**src/rtl/sweep_ctrl_pkg.sv**
```systemverilog
// Shared definitions for the triangle-sweep controller and its counter datapath.
package sweep_ctrl_pkg;

  localparam int W  = 8;
  localparam int CW = 4;

  localparam logic DIR_UP   = 1'b1;
  localparam logic DIR_DOWN = 1'b0;

  typedef logic [2:0] state_t;

  localparam state_t ST_IDLE  = 3'd0;
  localparam state_t ST_CLEAR = 3'd1;
  localparam state_t ST_SEEK  = 3'd2;
  localparam state_t ST_UP    = 3'd3;
  localparam state_t ST_DOWN  = 3'd4;
  localparam state_t ST_DONE  = 3'd5;

endpackage

```
**src/rtl/sweep_ctrl_counter.sv**
```systemverilog
// Up/down wrap-around counter datapath; reset has priority over enable.
module counter
  import sweep_ctrl_pkg::*;
#(
  parameter int WIDTH = W
) (
  input  logic             clk,
  input  logic             rst,
  input  logic             enable,
  input  logic             direction,
  output logic [WIDTH-1:0] count
);

  always_ff @(posedge clk) begin
    if (rst) begin
      count <= '0;
    end else if (enable) begin
      if (direction == DIR_UP) count <= count + 1'b1;
      else                     count <= count - 1'b1;
    end
  end

endmodule

```
**src/rtl/sweep_ctrl.sv**
```systemverilog
// Sequences the counter through clear, seek-to-lo and repeated lo->hi->lo ramps.
//
// state | meaning
// IDLE  | waiting for start; counter holds
// CLEAR | counter reset for one cycle
// SEEK  | counting up from 0 to lo
// UP    | ramping lo -> hi
// DOWN  | ramping hi -> lo, sweep counted on reaching lo
// DONE  | one-cycle done pulse, counter holds lo
module sweep_ctrl
  import sweep_ctrl_pkg::*;
(
  input  logic          clk,
  input  logic          rst,
  input  logic          start,
  input  logic          abort,
  input  logic          pause,
  input  logic [W-1:0]  lo,
  input  logic [W-1:0]  hi,
  input  logic [CW-1:0] cycles,
  output logic [W-1:0]  count,
  output logic          dir,
  output logic          busy,
  output logic          done,
  output logic          err
);

  state_t        state, state_nxt;
  logic [CW-1:0] sweep, sweep_nxt, sweep_inc;
  logic [W-1:0]  lo_r, hi_r;
  logic [CW-1:0] cyc_r;
  logic          err_r;
  logic          cnt_en, cnt_dir, clear, accept, reject;

  assign sweep_inc = sweep + 1'b1;

  always_comb begin
    state_nxt = state;
    sweep_nxt = sweep;
    cnt_en    = 1'b0;
    cnt_dir   = DIR_DOWN;
    clear     = 1'b0;
    accept    = 1'b0;
    reject    = 1'b0;
    done      = 1'b0;
    // abort beats pause; pause only freezes the states where the counter moves
    if (state != ST_IDLE && abort) begin
      state_nxt = ST_IDLE;
    end else if (pause && state != ST_IDLE && state != ST_DONE) begin
      state_nxt = state;
    end else begin
      case (state)
        ST_IDLE: begin
          if (start) begin
            if (lo < hi) begin
              accept    = 1'b1;
              sweep_nxt = '0;
              state_nxt = ST_CLEAR;
            end else begin
              reject = 1'b1;
            end
          end
        end
        ST_CLEAR: begin
          clear     = 1'b1;
          state_nxt = ST_SEEK;
        end
        ST_SEEK: begin
          cnt_en  = 1'b1;
          cnt_dir = DIR_UP;
          if (count == lo_r) state_nxt = ST_UP;
        end
        ST_UP: begin
          cnt_en = 1'b1;
          if (count == hi_r) begin
            cnt_dir   = DIR_DOWN;
            state_nxt = ST_DOWN;
          end else begin
            cnt_dir = DIR_UP;
          end
        end
        ST_DOWN: begin
          if (count == lo_r) begin
            sweep_nxt = sweep_inc;
            // cycles == 0 never matches, so the sweep counter just wraps
            if (cyc_r != '0 && sweep_inc == cyc_r) begin
              state_nxt = ST_DONE;
            end else begin
              cnt_en    = 1'b1;
              cnt_dir   = DIR_UP;
              state_nxt = ST_UP;
            end
          end else begin
            cnt_en  = 1'b1;
            cnt_dir = DIR_DOWN;
          end
        end
        ST_DONE: begin
          done      = 1'b1;
          state_nxt = ST_IDLE;
        end
        default: state_nxt = ST_IDLE;
      endcase
    end
  end

  always_ff @(posedge clk) begin
    if (rst) begin
      state <= ST_IDLE;
      sweep <= '0;
      err_r <= 1'b0;
      lo_r  <= '0;
      hi_r  <= '0;
      cyc_r <= '0;
    end else begin
      state <= state_nxt;
      sweep <= sweep_nxt;
      err_r <= reject;
      if (accept) begin
        lo_r  <= lo;
        hi_r  <= hi;
        cyc_r <= cycles;
      end
    end
  end

  counter #(.WIDTH(W)) u_counter (
    .clk       (clk),
    .rst       (rst | clear),
    .enable    (cnt_en),
    .direction (cnt_dir),
    .count     (count)
  );

  assign dir  = cnt_en & cnt_dir;
  assign busy = (state != ST_IDLE);
  assign err  = err_r;

endmodule

```
**config.mk**
```make
export PLATFORM = sky130hd
export DESIGN_NAME = sweep_ctrl
export DESIGN_NICKNAME = d
export VERILOG_FILES = /design/src/rtl/sweep_ctrl_pkg.sv /design/src/rtl/sweep_ctrl_counter.sv /design/src/rtl/sweep_ctrl.sv
export SDC_FILE = /design/constraint.sdc
export NUM_CORES = 1
export LEC_CHECK = 0
export CAP_MARGIN = 20
export CORE_MARGIN = 2
export CORE_UTILIZATION = 28
export CTS_BUF_LIST = sky130_fd_sc_hd__clkbuf_4 sky130_fd_sc_hd__clkbuf_8 sky130_fd_sc_hd__clkbuf_16
export DETAILED_ROUTE_END_ITERATION = 10
export DONT_BUFFER_PORTS = 1
export PLACE_DENSITY = 0.42
export SYNTH_ARGS = -nofsm -noshare
export SYNTH_HDL_FRONTEND = slang
export SYNTH_SLANG_ARGS = --single-unit
```
**constraint.sdc**
```tcl
create_clock -name clk -period 4.5 [get_ports clk]
set_clock_uncertainty 0.15 [all_clocks]
set_input_delay 0.675 -clock clk [delete_from_list [all_inputs] [get_ports clk]]
set_output_delay 0.675 -clock clk [all_outputs]
set_load 0.02 [all_outputs]
```
Word-level counts from Yosys, hierarchy flattened
Index checks and enable logic that the tools add are counted.
{"block": "totals", "register_bits": 36, "latchBits": 0, "ram_bits": 0, "mem_bits_ro": 0, "input_bits": 25, "output_inout_bits": 12, "mem_count": 0}
{"block": "op_classes", "add_sub_neg": 3, "multipliers": 0, "n_div": 0, "magnitude_cmp": 1, "n_eq_ne": 14, "shifts": 0, "muxes": 34, "bitwise": 6, "n_reduce_logical": 13}
{"operator": "1-bit two-way mux", "n": 20}
{"operator": "3-bit two-way mux", "n": 6}
{"operator": "8-bit equality test", "n": 2}
{"operator": "3-bit case mux with 5 select lines", "n": 1}
{"operator": "4-bit two-way mux", "n": 3}
{"operator": "6-bit AND reduction", "n": 2}
{"operator": "2-bit inequality test, second input constant", "n": 5}
{"operator": "8-bit by 1-bit adder with 8-bit output, second input constant", "n": 1}
{"operator": "8-bit less-than comparator", "n": 1}
{"operator": "8-bit two-way mux", "n": 1}
{"operator": "4-bit case mux with 2 select lines", "n": 1}
{"operator": "8-bit by 1-bit subtractor with 8-bit output, second input constant", "n": 1}
{"operator": "3-bit by 2-bit equality test with 1-bit output, second input constant", "n": 2}
{"operator": "3-bit equality test, second input constant", "n": 2}
{"operator": "5-bit OR reduction", "n": 1}
{"operator": "4-bit by 1-bit adder with 4-bit output, second input constant", "n": 1}
{"operator": "4-bit equality test", "n": 1}
{"operator": "1-bit logical AND", "n": 4}
{"operator": "1-bit inverter", "n": 4}
{"operator": "4-bit nonzero test", "n": 1}
{"operator": "2-bit OR reduction", "n": 2}
{"operator": "3-bit by 1-bit equality test with 1-bit output, second input constant", "n": 1}
{"operator": "3-bit zero test", "n": 1}
{"operator": "3-bit inequality test, second input constant", "n": 1}
{"operator": "other kinds (6)", "n": 6}

Longest topological paths before layout
{"block": "depth", "depth_word": 9, "ltp_mapped": 16, "depth_no_buf": 16}

By module
Synthesis repeated with hierarchy kept, for this count alone.
{"block": "unflattened", "hier_cells": 263, "hier_area_um2": 2336.0}
{"module": "sweep_ctrl", "instances": 1, "cells_each": 198, "area_each_um2": 1762.9, "seq_area_each_um2": 560.5}
{"module": "counter", "instances": 1, "cells_each": 65, "area_each_um2": 573.0, "seq_area_each_um2": 160.2}

Worst setup path after synthesis
OpenSTA, ideal clock, no wires.
{"block": "synth_path", "path_kind": "reg2reg", "startpoint": "register sweep[0]", "endpoint": "register u_counter.count[7]", "setup_ps": 70, "arrival_ps": 3576, "setup_slack_ps": 704, "stages_incl_launch_ff": 16, "synth_period_minus_slack_ps": 3796, "cell_sequence": "dfxtp_1 ha_1 xor2_1 nor3_2 nand2_1 o311ai_2 nor2_1 inv_1 ha_1 a21o_1 a211oi_1 nor2_1 o41ai_1 nor3_1 or4_1 a21oi_1"}
{"block": "synth_between", "elab_chain_cells": 9, "word_cells_on_any_way": 13, "classes_between": "add/sub: 1; eq/ne: 1; mux: 10; reduce/logical: 1"}
{"element": "start: declaration", "line": "sweep_ctrl.sv:29", "source": "logic [CW-1:0] sweep, sweep_nxt, sweep_inc;"}
{"element": "start signal: assignment", "line": "sweep_ctrl.sv:117", "source": "sweep <= sweep_nxt;"}
{"element": "4-bit by 1-bit adder with 4-bit output (*)", "line": "sweep_ctrl.sv:35", "source": "assign sweep_inc = sweep + 1'b1;"}
{"element": "4-bit equality test (*)", "line": "sweep_ctrl.sv:86", "source": "if (cyc_r != '0 && sweep_inc == cyc_r) begin"}
{"element": "1-bit logical AND (*)", "line": "sweep_ctrl.sv:86"}
{"element": "1-bit two-way mux (*)", "line": "sweep_ctrl.sv:86"}
{"element": "1-bit two-way mux", "line": "sweep_ctrl.sv:83", "source": "if (count == lo_r) begin"}
{"element": "1-bit case mux with 3 select lines", "line": "sweep_ctrl.sv:52", "source": "case (state)"}
{"element": "1-bit two-way mux", "line": "sweep_ctrl.sv:49", "source": "end else if (pause && state != ST_IDLE && state != ST_DONE) begin"}
{"element": "1-bit two-way mux", "line": "sweep_ctrl.sv:47", "source": "if (state != ST_IDLE && abort) begin"}
{"element": "8-bit two-way mux", "line": "sweep_ctrl_counter.sv:18", "source": "if (direction == DIR_UP) count <= count + 1'b1;"}
{"element": "end signal: assignment", "line": "sweep_ctrl_counter.sv:18"}
{"element": "end signal: assignment", "line": "sweep_ctrl_counter.sv:19", "source": "else count <= count - 1'b1;"}
{"element": "end: declaration", "line": "sweep_ctrl_counter.sv:11", "source": "output logic [WIDTH-1:0] count"}
Mark *: on every way between the ends. The rest lies on a longest branch, timed or not.
A chain may end at the register's enable or synchronous reset.

Worst setup path after layout
Same ends and word-level chain as after synthesis.

==> results_dict.tcl <==
set metrics [dict create \
    status "finished clean" \
    crit_fanout 6 \
    grt_util_all_layers 0.1354 \
    die_y_um 94.04 \
    finalSetupTns_ps 0 \
    critPathTopFamily "simple AND/OR/NAND/NOR gates" \
    fillers 854 \
    syn_nets 298 \
    clk_latency_ps 300 \
    startpoint_type "flip-flop" \
    maxSlewHeadroom 0.5398 \
    final_cell_mix "nor2_1, dfxtp_1, mux2i_1" \
    path_buf_inv 1 \
    synth_top_area_share 0.3175 \
    layout.nets 304 \
    synth_top_area_cell "dfxtp_1" \
    hold_viol 0 \
    io_buffers 0 \
    cts-root-buf "clkbuf_8" \
    wl_per_cell_um 14.91 \
    dp_hpwl_um 4252 \
    ys_seq_area_frac 0.3175 \
    grt_first_pass_wirelength_um 9246 \
    synth_cells 258 \
    ant_nets 0 \
    tightestPinTransition_ps 683.9 \
    cts_tree "yes" \
    required_ps 4580 \
    clkTransAtPathRegs_ps 90 \
    crit_slowest_cell "or4_1" \
    cts_max_level 2 \
    powerDensity_nw_per_um2 424.1 \
    grt-ovfl-total 0 \
    synthTopCellsByArea "dfxtp_1, mux2i_1, ha_1" \
    crit_type "flip-flop to flip-flop" \
    clk_path_buf_depth 2 \
    cts_hold_buf 0 \
    max_freq_mhz 249.7 \
    firstDrtPassIters 4 \
    finalCriticalPeriod_ps 4005 \
    rsz0062_at_grt "false" \
    start_util 0.2907 \
    post_cts_resize_count 0 \
    diodes 0 \
    report.final.slew_viol_count 0 \
    worstSetupEndpointType "flip-flop" \
    seq_area_um2 720.7 \
    multi_input_area_um2 1454 \
    synth_flop_cell "dfxtp_1" \
    core_area_um2 7807 \
    gp_congestion 0.7778 \
    synth_area_um2 2270 \
    period_share 0.8900 \
    drtIter0Drc 56 \
    cts.sink_count 36 \
    io_pins 37 \
    cts_setup_buffers 0 \
    ys_warn_count 0 \
    rows 32 \
    crit_chain "ha_1 > xor2_1 > nor3_2 > nand2_1 > o311ai_2 > nor2_1 > inv_1 > ha_1 > a21o_1 > a211oi_1 > nor2_1 > o41ai_2 > nor3_1 > or4_1 > a21oi_1" \
    synth.avg_cell_area_um2 8.797 \
    synth_edf_count 0 \
    synthDistinctLibCells 53 \
    drc 0 \
    vias_per_cell 4.861 \
    cpPeakStageDelay_ps 480 \
    ys_ff_latch 36 \
    maxCapViolations 0 \
    layout_commonest_cell "nor2_1" \
    setup_viol 0 \
    floorplan.die.width_um 94.04 \
    synth_async_sr_flop_share 0 \
    final_util 0.3210 \
    grt_max_degree 29 \
    wl_um 5472 \
    leakage_nw 1.048 \
    drive_above_1_share 0.1094 \
    arrival_ps 4080 \
    vdd_drop_max_v 0.0001455 \
    die_area_um2 8843 \
    holdWs_ps 289.8 \
    min_path_type "primary input to flip-flop" \
    cts-buffers-inserted 5 \
    via_count 1784 \
    grt_pass1_vias 1822 \
    antenna_found_initial 0 \
    syn2layout_area_growth_pct 10.42 \
]
[report_power, final]
group          switching [W]  leakage, nW  total [W]  internal [W]
sequential         0.0000461        0.293   0.000402      0.000356
combinational       0.000239        0.707   0.000424      0.000185
clock               0.000129       0.0479   0.000237      0.000108
[worst paths after layout]
kind / from / endpoint / slack [ps] / cells after the start
hold / removal: rst / lo_r[4]$_SDFFE_PP0P_ / 290 / 1
setup / recovery: sweep[0]$_SDFFE_PP0P_ / u_counter.count[7]$_SDFFE_PP0P_ / 500 / 15
setup reg to reg: sweep[0]$_SDFFE_PP0P_ / u_counter.count[7]$_SDFFE_PP0P_ / 500 / 15
hold reg to reg: sweep[3]$_SDFFE_PP0P_ / sweep[3]$_SDFFE_PP0P_ / 350 / 1
[synthesized netlist by cell type, types with 2 or more instances]
library cell,instances
nor3_1,6
ha_1,14
a21boi_0,2
xor2_1,17
nor4_1,2
nand2b_1,4
o21a_1,2
nor2_1,44
a311oi_1,3
nor2b_1,2
a31oi_1,2
xnor2_1,8
inv_1,13
mux2i_1,24
buf_2,4
o21ai_0,4
nand2_1,12
nand3_1,4
nand4_1,2
nand3b_1,3
dfxtp_1,36
a21oi_1,11
a211oi_1,4
a21o_1,3
clkbuf_1,4
[per-stage QoR]
stage                     total power (W)  area [um2]  setup WS, ps  std cells
after floorplan                 0.0007484        2270         704.2        258
after global placement          0.0008334        2411         548.8        359
after detailed placement        0.0008324        2411         350.5        359
final                            0.001063        2506         495.0        367
after global routing             0.001154        2506         142.1        367
after CTS                        0.001075        2499         323.6        367
[sequential cells by signal, indices dropped and copies added (netlist names)]
signal,flops
cyc_r,4
state,3
sweep,4
err,1
u_counter.count,8
hi_r,8
lo_r,8
[layout make-up]
cell class,count,share of cell area
clock buffers,5,0.02746
clock inverters,3,0.007489
inverters,13,0.01947
multi-input cells,199,0.5801
flip-flops and latches,36,0.2876
well taps,102,0.05092
repair buffers,9,0.02696
[per-layer routing]
| metal | wire length (um) | track usage |
|---|---|---|
| met1 | 2730 | 0.1828 |
| met4 | 87 | 0.04710 |
| met5 | 0 | 0 |
| met2 | 2331 | 0.2065 |
| met3 | 323 | 0.03772 |
[worst reg2reg max path: stages, from the launching register on]
cell and delay [ps]:
dfxtp_1 440, ha_1 290, xor2_1 160, nor3_2 330
nand2_1 170, o311ai_2 320, nor2_1 110, inv_1 180
ha_1 260, a21o_1 180, a211oi_1 240, nor2_1 100
o41ai_2 270, nor3_1 100, or4_1 480, a21oi_1 150
[cell families after synthesis]
group	Yosys count	synth area share
buffers and inverters	23	0.04520
adders and majority gates	15	0.08600
xor gates and xnor gates	25	0.09647
muxes	26	0.1174
DFF	36	0.3175
and+or+nand+nor	91	0.2001
AOI/OAI and AO/OA	42	0.1373
No activity file was read; power rests on OpenSTA's default activity.
